===== config.mk =====
export PLATFORM = sky130hd
export DESIGN_NAME = fp_mult_pipe
export DESIGN_NICKNAME = d
export VERILOG_FILES = /design/src/rtl/fp_mult_pipe.sv
export SDC_FILE = /design/constraint.sdc
export NUM_CORES = 2
export LEC_CHECK = 0
export ABC_AREA = 1
export CAP_MARGIN = 25
export CORE_ASPECT_RATIO = 0.9
export CORE_MARGIN = 10
export CORE_UTILIZATION = 35
export CTS_CLUSTER_SIZE = 20
export DETAILED_ROUTE_END_ITERATION = 7
export HOLD_SLACK_MARGIN = 0.05
export PLACE_DENSITY = 0.49
export SYNTH_ARGS = -nofsm -noshare
export SYNTH_HDL_FRONTEND = slang
export SYNTH_SLANG_ARGS = --single-unit

===== constraint.sdc =====
create_clock -name clk -period 7.9 [get_ports clk]
set_input_delay 2.37 -clock clk [delete_from_list [all_inputs] [get_ports clk]]
set_output_delay 2.37 -clock clk [all_outputs]
set_load 0.005 [all_outputs]

===== src/rtl/fp_mult_pipe.sv =====
// Four-stage pipelined IEEE-754 multiplier (RNE, flush-to-zero, valid/ready with tag).
// Define FP_MULT_RND_MODE_EN to add the rnd_mode input (RNE/RTZ/+Inf/-Inf).
module fp_mult_pipe #(
  parameter int unsigned EXP_W = 8,
  parameter int unsigned MAN_W = 23,
  parameter int unsigned TAG_W = 4
) (
  input  logic                   clk,
  input  logic                   rstn,
  input  logic                   in_valid,
  output logic                   in_ready,
  input  logic [EXP_W+MAN_W:0]   a,
  input  logic [EXP_W+MAN_W:0]   b,
  input  logic [TAG_W-1:0]       in_tag,
`ifdef FP_MULT_RND_MODE_EN
  input  logic [1:0]             rnd_mode,
`endif
  output logic                   out_valid,
  input  logic                   out_ready,
  output logic [EXP_W+MAN_W:0]   result,
  output logic [TAG_W-1:0]       out_tag,
  output logic [3:0]             flags
);

  localparam int unsigned W      = EXP_W + MAN_W + 1;
  localparam int unsigned SIG_W  = MAN_W + 1;
  localparam int unsigned PROD_W = 2 * SIG_W;
  localparam int unsigned XW     = EXP_W + 2;
  localparam logic [XW-1:0]    BIAS_X    = XW'(2**(EXP_W-1) - 1);
  localparam logic [XW-1:0]    EXP_MAX_X = XW'(2**EXP_W - 1);
  localparam logic [EXP_W-1:0] EXP_ONES  = '1;
  localparam logic [W-1:0]     QNAN      = {1'b0, EXP_ONES, 1'b1, (MAN_W-1)'(0)};

  logic w_adv;
  logic [1:0] w_mode_in;

`ifdef FP_MULT_RND_MODE_EN
  assign w_mode_in = rnd_mode;
`else
  assign w_mode_in = 2'b00;
`endif

  // Every stage holds while the output register is blocked.
  assign w_adv    = ~(out_valid & ~out_ready);
  assign in_ready = w_adv;

  // S1: unpack and classify
  logic [EXP_W-1:0] w_ea, w_eb;
  logic [MAN_W-1:0] w_fa, w_fb;
  logic w_nan_a, w_nan_b, w_snan_a, w_snan_b, w_inf_a, w_inf_b, w_zero_a, w_zero_b;

  assign w_ea     = a[MAN_W +: EXP_W];
  assign w_eb     = b[MAN_W +: EXP_W];
  assign w_fa     = a[MAN_W-1:0];
  assign w_fb     = b[MAN_W-1:0];
  assign w_nan_a  = (&w_ea) & (|w_fa);
  assign w_nan_b  = (&w_eb) & (|w_fb);
  assign w_snan_a = w_nan_a & ~w_fa[MAN_W-1];
  assign w_snan_b = w_nan_b & ~w_fb[MAN_W-1];
  assign w_inf_a  = (&w_ea) & ~(|w_fa);
  assign w_inf_b  = (&w_eb) & ~(|w_fb);
  assign w_zero_a = ~(|w_ea);
  assign w_zero_b = ~(|w_eb);

  logic r_v1, r_sign1, r_nan1, r_snan1, r_ixz1, r_inf1, r_zero1;
  logic [SIG_W-1:0] r_ma1, r_mb1;
  logic [XW-1:0]    r_exp1;
  logic [TAG_W-1:0] r_tag1;
  logic [1:0]       r_mode1;

  always_ff @(posedge clk or negedge rstn) begin
    if (!rstn) begin
      r_v1 <= 1'b0; r_sign1 <= 1'b0; r_nan1 <= 1'b0; r_snan1 <= 1'b0;
      r_ixz1 <= 1'b0; r_inf1 <= 1'b0; r_zero1 <= 1'b0;
      r_ma1 <= '0; r_mb1 <= '0; r_exp1 <= '0; r_tag1 <= '0; r_mode1 <= 2'b00;
    end else if (w_adv) begin
      r_v1    <= in_valid;
      r_sign1 <= a[W-1] ^ b[W-1];
      r_nan1  <= w_nan_a | w_nan_b;
      r_snan1 <= w_snan_a | w_snan_b;
      r_ixz1  <= (w_inf_a & w_zero_b) | (w_zero_a & w_inf_b);
      r_inf1  <= w_inf_a | w_inf_b;
      r_zero1 <= w_zero_a | w_zero_b;
      r_ma1   <= {1'b1, w_fa};
      r_mb1   <= {1'b1, w_fb};
      r_exp1  <= XW'(w_ea) + XW'(w_eb) - BIAS_X;
      r_tag1  <= in_tag;
      r_mode1 <= w_mode_in;
    end
  end

  // S2: full significand product
  logic r_v2, r_sign2, r_nan2, r_snan2, r_ixz2, r_inf2, r_zero2;
  logic [PROD_W-1:0] r_prod2;
  logic [XW-1:0]     r_exp2;
  logic [TAG_W-1:0]  r_tag2;
  logic [1:0]        r_mode2;

  always_ff @(posedge clk or negedge rstn) begin
    if (!rstn) begin
      r_v2 <= 1'b0; r_sign2 <= 1'b0; r_nan2 <= 1'b0; r_snan2 <= 1'b0;
      r_ixz2 <= 1'b0; r_inf2 <= 1'b0; r_zero2 <= 1'b0;
      r_prod2 <= '0; r_exp2 <= '0; r_tag2 <= '0; r_mode2 <= 2'b00;
    end else if (w_adv) begin
      r_v2 <= r_v1; r_sign2 <= r_sign1; r_nan2 <= r_nan1; r_snan2 <= r_snan1;
      r_ixz2 <= r_ixz1; r_inf2 <= r_inf1; r_zero2 <= r_zero1;
      r_prod2 <= PROD_W'(r_ma1) * PROD_W'(r_mb1);
      r_exp2  <= r_exp1; r_tag2 <= r_tag1; r_mode2 <= r_mode1;
    end
  end

  // S3: product lies in [1,4), so normalise by at most one bit
  logic w_hi;
  assign w_hi = r_prod2[PROD_W-1];

  logic r_v3, r_sign3, r_nan3, r_snan3, r_ixz3, r_inf3, r_zero3, r_g3, r_r3, r_s3;
  logic [SIG_W-1:0] r_mant3;
  logic [XW-1:0]    r_exp3;
  logic [TAG_W-1:0] r_tag3;
  logic [1:0]       r_mode3;

  always_ff @(posedge clk or negedge rstn) begin
    if (!rstn) begin
      r_v3 <= 1'b0; r_sign3 <= 1'b0; r_nan3 <= 1'b0; r_snan3 <= 1'b0;
      r_ixz3 <= 1'b0; r_inf3 <= 1'b0; r_zero3 <= 1'b0;
      r_g3 <= 1'b0; r_r3 <= 1'b0; r_s3 <= 1'b0;
      r_mant3 <= '0; r_exp3 <= '0; r_tag3 <= '0; r_mode3 <= 2'b00;
    end else if (w_adv) begin
      r_v3 <= r_v2; r_sign3 <= r_sign2; r_nan3 <= r_nan2; r_snan3 <= r_snan2;
      r_ixz3 <= r_ixz2; r_inf3 <= r_inf2; r_zero3 <= r_zero2;
      r_mant3 <= w_hi ? r_prod2[PROD_W-1 -: SIG_W] : r_prod2[PROD_W-2 -: SIG_W];
      r_g3    <= w_hi ? r_prod2[MAN_W]   : r_prod2[MAN_W-1];
      r_r3    <= w_hi ? r_prod2[MAN_W-1] : r_prod2[MAN_W-2];
      r_s3    <= w_hi ? (|r_prod2[MAN_W-2:0]) : (|r_prod2[MAN_W-3:0]);
      r_exp3  <= r_exp2 + XW'(w_hi);
      r_tag3  <= r_tag2; r_mode3 <= r_mode2;
    end
  end

  // S4: round, range check, special-case override
  logic w_any, w_inc, w_carry, w_ovf, w_unf, w_sat;
  logic [SIG_W:0]   w_sum;
  logic [MAN_W-1:0] w_frac;
  logic [XW-1:0]    w_exp_r;
  logic [W-1:0]     w_res;
  logic [3:0]       w_flg;

  assign w_any = r_g3 | r_r3 | r_s3;

  always_comb begin
    w_inc = 1'b0;
    case (r_mode3)
      2'b00:   w_inc = r_g3 & (r_r3 | r_s3 | r_mant3[0]);
      2'b01:   w_inc = 1'b0;
      2'b10:   w_inc = w_any & ~r_sign3;
      default: w_inc = w_any & r_sign3;
    endcase
  end

  assign w_sum   = {1'b0, r_mant3} + (SIG_W+1)'(w_inc);
  assign w_carry = w_sum[SIG_W];
  assign w_frac  = w_carry ? w_sum[MAN_W:1] : w_sum[MAN_W-1:0];
  assign w_exp_r = r_exp3 + XW'(w_carry);
  assign w_ovf   = ~w_exp_r[XW-1] & (w_exp_r >= EXP_MAX_X);
  assign w_unf   = w_exp_r[XW-1] | (w_exp_r == '0);
  assign w_sat   = (r_mode3 == 2'b01) | ((r_mode3 == 2'b10) & r_sign3) |
                   ((r_mode3 == 2'b11) & ~r_sign3);

  always_comb begin
    w_res = {r_sign3, w_exp_r[EXP_W-1:0], w_frac};
    w_flg = {3'b000, w_any};
    if (r_nan3) begin
      w_res = QNAN;
      w_flg = {r_snan3, 3'b000};
    end else if (r_ixz3) begin
      w_res = QNAN;
      w_flg = 4'b1000;
    end else if (r_inf3) begin
      w_res = {r_sign3, EXP_ONES, MAN_W'(0)};
      w_flg = 4'b0000;
    end else if (r_zero3) begin
      w_res = {r_sign3, (W-1)'(0)};
      w_flg = 4'b0000;
    end else if (w_ovf) begin
      w_res = w_sat ? {r_sign3, EXP_ONES - EXP_W'(1), {MAN_W{1'b1}}}
                    : {r_sign3, EXP_ONES, MAN_W'(0)};
      w_flg = 4'b0101;
    end else if (w_unf) begin
      w_res = {r_sign3, (W-1)'(0)};
      w_flg = 4'b0011;
    end
  end

  logic             r_out_valid;
  logic [W-1:0]     r_result;
  logic [TAG_W-1:0] r_out_tag;
  logic [3:0]       r_flags;

  always_ff @(posedge clk or negedge rstn) begin
    if (!rstn) begin
      r_out_valid <= 1'b0; r_result <= '0; r_out_tag <= '0; r_flags <= 4'b0000;
    end else if (w_adv) begin
      r_out_valid <= r_v3;
      r_result    <= w_res;
      r_out_tag   <= r_tag3;
      r_flags     <= w_flg;
    end
  end

  assign out_valid = r_out_valid;
  assign result    = r_result;
  assign out_tag   = r_out_tag;
  assign flags     = r_flags;

endmodule


Yosys cells after proc, flatten, opt, wreduce, memory -nomap -nowiden --
Index checks and enable logic that the tools add are counted.
Storage, ports and cells: memories 0, register bits 227, input port bits 72, output and inout port bits 42, ROM bits 0, memory bits (writable) 0, bits in latches 0, logic and storage cells 102
Cells by class: muxes and demuxes 17, reduce and logical (&&, ||, !) cells 9, shift operators 0, divide/modulo/power cells 0, order comparisons 1, multiply operators 1, bitwise gates (word level) 31, equal/unequal tests 0, add/subtract/negate cells 5
Operator list (count):
- $mux W31 | 4
- $mux W32 | 2
- $mul A24 B24 Y48 | 1
- $reduce_or A23 Y1 | 2
- $add A24 B1 Y25 | 1
- $mux W24 | 1
- $mux W23 | 1
- $reduce_or A22 Y1 | 1
- $reduce_or A21 Y1 | 1
- $add A10 B1 Y10 | 2
- $reduce_and A8 Y1 | 2
- $reduce_or A8 Y1 | 2
- $and A1 B1 Y1 | 11
- $ge A10 B8 Y1 const B | 1
- $logic_not A10 Y1 | 1
- $or A1 B1 Y1 | 10
- $sub A9 B7 Y10 const B | 1
- $add A8 B8 Y9 | 1
- $mux W3 | 3
- $not A1 Y1 | 9
- $mux W4 | 2
- $mux W1 | 3
- $mux W2 | 1
- $xor A1 B1 Y1 | 1

Longest topological paths before layout --
word-level depth 13, gate-level depth with buffers 31, gate-level depth less buffers 29

Worst setup path after synthesis --
OpenSTA, ideal clock, no wires.
path kind register to register, from register r_ma1[23], to register r_prod2[37], data arrival time 5.843 ns, library setup time 0.118 ns, buffers on the path 2, path slack 1.939 ns, clock period less this slack 5.961 ns, stages on the path, launching flop included 26, data required time 7.782 ns, cell sequence dfrtp_1 > clkbuf_1 > buf_1 > nand2_1 > inv_1 > fa_1 > fa_1 > inv_1 > fa_1 > fa_1 > inv_1 > fa_1 > fa_1 > inv_1 > fa_1 > inv_1 > ha_1 > nand2_1 > nor2_1 > inv_1 > nor3_1 > nand4_1 > nand3_1 > nand2_1 > nand3_1 > nand2_1
Between the ends: word-level cells in the longest chain between the ends 1
Ends and longest elaborated chain:
- from (decl) | line 66 | logic [SIG_W-1:0] r_ma1, r_mb1;
- from (signal assigned) | line 84 | r_ma1 <= {1'b1, w_fa};
- $mul A24 B24 Y48 | line 107 | r_prod2 <= PROD_W'(r_ma1) * PROD_W'(r_mb1);
- to (signal assigned) | line 107
- to (decl) | line 94 | logic [PROD_W-1:0] r_prod2;
Every way passes these cells. A chain may end at the register's enable or synchronous reset.

Worst setup path in the final report --
from register r_ma1[8], to register r_prod2[25]
Same word-level chain as after synthesis.

==> metrics <==
final worst path period share=0.907; Final Skew=17.2 ps; Req. time, crit path=8370 ps; final WL=93600 um; drt wl/cell=17.6 um; count leader, synth=nand2_1; Mapped Avg Cell Area=7.51 um2; ys async rst share=1.00; I/O Pins=114; Nets=4893; CP endpoint=r_prod2[25]; Critical R2R Capture=r_prod2[25]; Die ar.=0.101 mm2; most frequent cells after synthesis=1231 x nand2_1, 1073 x inv_1, 483 x fa_1; post-synthesis sequential area ratio=0.183; Hold Path Class=flop to flop; Yosys reg bits=226; Synthesized Nets=4871; initial antenna violation count=0; reg2reg setup slack=730 ps; Total GRT Usage=0.191; Final HPWL DP=75500 um; Post-synth top flop=dfrtp_1; Crit. End Element=flop; shortest period the worst path allows=7170 ps; final worst slack=732 ps; GPL Wtd Cong=0.927; crit-path max FO=23; fraction of layout cells with a size suffix above 1=0.0365; Post-Syn Area=0.0309 mm2; pre-CTS setup slack=789 ps; RSZ-0062 raised after global routing=false; worst-skew pair later-pin latency=630 ps; Slew Viols, Final=0; first-pass GRT wire length=153000 um; GRT overflow=0; main area contributors after synthesis=fa_1 31%, dfrtp_1 18%, nand2_1 15%, inv_1 13%, ha_1 7.8%; status=finished clean; # clock sinks=226; clock buffer count from CTS=30; endpoints failing hold=0; largest net degree at the start of global routing=159; total core area=0.0878 mm2; Clk pin slew, worst setup/hold paths=60 ps; reg2reg start=r_ma1[8]; setup violators final=0; critical path type=flop to flop; Critical Path Source Type=flop; post-synthesis instance total=4122; CTS tree=built; warnings from Yosys=0; vias in the first global route=26.5k; Worst Path Arrival=7640 ps; Area Growth Syn to Fin=11.6%; num rows=103; DRC viols=0; fillers=9223; Netlist cell types=47; post-route ant nets=0; post-synth top area share=0.313; fmax=140 MHz; via count=25.0k; Reg2Reg Depth=24; clk root buf=clkbuf_16; hold_buf cts=0; Inserted Diodes=0; TNS Setup=0 ps; measured slew at the worst slew-check pin=1080 ps; Die Y=302 um; die width=333 um; post-synth top area cell=fa_1; 1st-iter DRT viols=1579; Worst Hold Path Cells=2; maxcap violations=0; Port Buf Inserts=113; Post-synth EDFFs=0; Via density=4.69; Starting Density=0.353; htree depth=1; post-cts gate resize count=0; 1st-pass router iterations=7; Crit. Startpoint=r_ma1[8]; Slew HR=0.279; Setup Buffers After CTS=0; CTS max path bufs=3
[registers in the layout, indices dropped and copies added (netlist names), 10 cells and up]
| name | flops |
|---|---|
| r_exp1 | 10 |
| r_mant3 | 24 |
| r_prod2 | 48 |
| r_ma1 | 24 |
| r_mb1 | 23 |
| r_exp2 | 10 |
| result | 32 |
| r_exp3 | 10 |
[metal layers]
layer  vias to the layer above  share of wire  GRT usage
met2                       517           0.46      0.318
met5                         -              0          0
li1                      12004              -          -
met1                     12370           0.47      0.270
met3                        74          0.049     0.0210
met4                         0          0.015     0.0326
[layout make-up]
| type | instances | area, um2 | share of cell area |
|---|---|---|---|
| inverter | 1078 | 4050 | 0.117 |
| clock inverter | 17 | 206 | 0.00598 |
| multi-input combinational | 2623 | 20500 | 0.594 |
| sequential | 226 | 5660 | 0.164 |
| tap | 1155 | 1450 | 0.0418 |
| timing repair buffer | 185 | 1860 | 0.0539 |
| clock buffer | 37 | 797 | 0.0231 |
[logic make-up (layout without fill, tap and decap cells)]
family / after synthesis / in the layout / synth area share
AND/OR/NAND/NOR: 1594 / 1594 / 0.207
buffers and inverters: 1273 / 1317 / 0.155
adder cells (fa/ha/maj): 677 / 677 / 0.391
AO/OA/AOI/OAI: 322 / 322 / 0.0562
flip-flops: 226 / 226 / 0.183
XOR/XNOR: 30 / 30 / 0.00849
[per-stage QoR]
stage	area (um2)	cells	util	hold WS, ps
global route	34500	5321	0.393	488
floorplan	30900	4122	-	420
detailed placement	33400	5264	0.381	455
CTS	34500	5318	0.393	467
global placement	33300	5258	0.379	448
finish	34500	5321	0.393	457
[how the worst min path moves through the flow]
stage | startpoint | slack [ps] | end
floorplan | r_v3 | 420 | out_valid
global placement | r_v3 | 450 | out_valid
detailed placement | r_v3 | 460 | out_valid
CTS | r_tag1[3] | 470 | r_tag2[3]
global route | r_ma1[23] | 490 | r_ma1[23]
finish | r_v3 | 460 | out_valid
[cells in the final DEF, fill, tap and decap left out, drive strengths merged, types with 3 or more instances in the layout]
cell / synthesis / routed
nor4: 11 / 11
o21bai: 8 / 8
nand2: 1234 / 1234
xor2: 20 / 20
clkbuf: 191 / 37
clkdlybuf4s50: 0 / 112
o21ai: 191 / 191
bufinv: 0 / 3
dfrtp: 226 / 226
nor3: 13 / 13
a21oi: 87 / 87
a211oi: 3 / 3
inv: 1078 / 1079
nor2: 166 / 166
o211ai: 18 / 18
nand3: 103 / 103
nand3b: 9 / 9
fa: 483 / 483
nand4: 42 / 42
ha: 194 / 194
or2: 10 / 10
buf: 4 / 73
xnor2: 10 / 10
clkinvlp: 0 / 4
clkinv: 0 / 9
o21a: 4 / 4
[critical path, stage by stage, from the launching register on]
cell	delay [ps]
dfrtp_1	1020
buf_4	260
nand2_1	70
fa_1	540
inv_1	50
fa_1	500
inv_1	50
fa_1	410
fa_1	540
inv_1	50
fa_1	550
inv_1	60
fa_1	450
fa_1	490
inv_1	40
ha_1	360
nand2_1	120
nor2_1	310
nand2_1	120
o21ai_0	350
nand2_1	210
nand2_1	100
nand2_1	50
nand3_1	180
o21ai_0	120
Power is not shown: default switching activity piles up to over one toggle a cycle in this logic, so the estimate is an artifact.
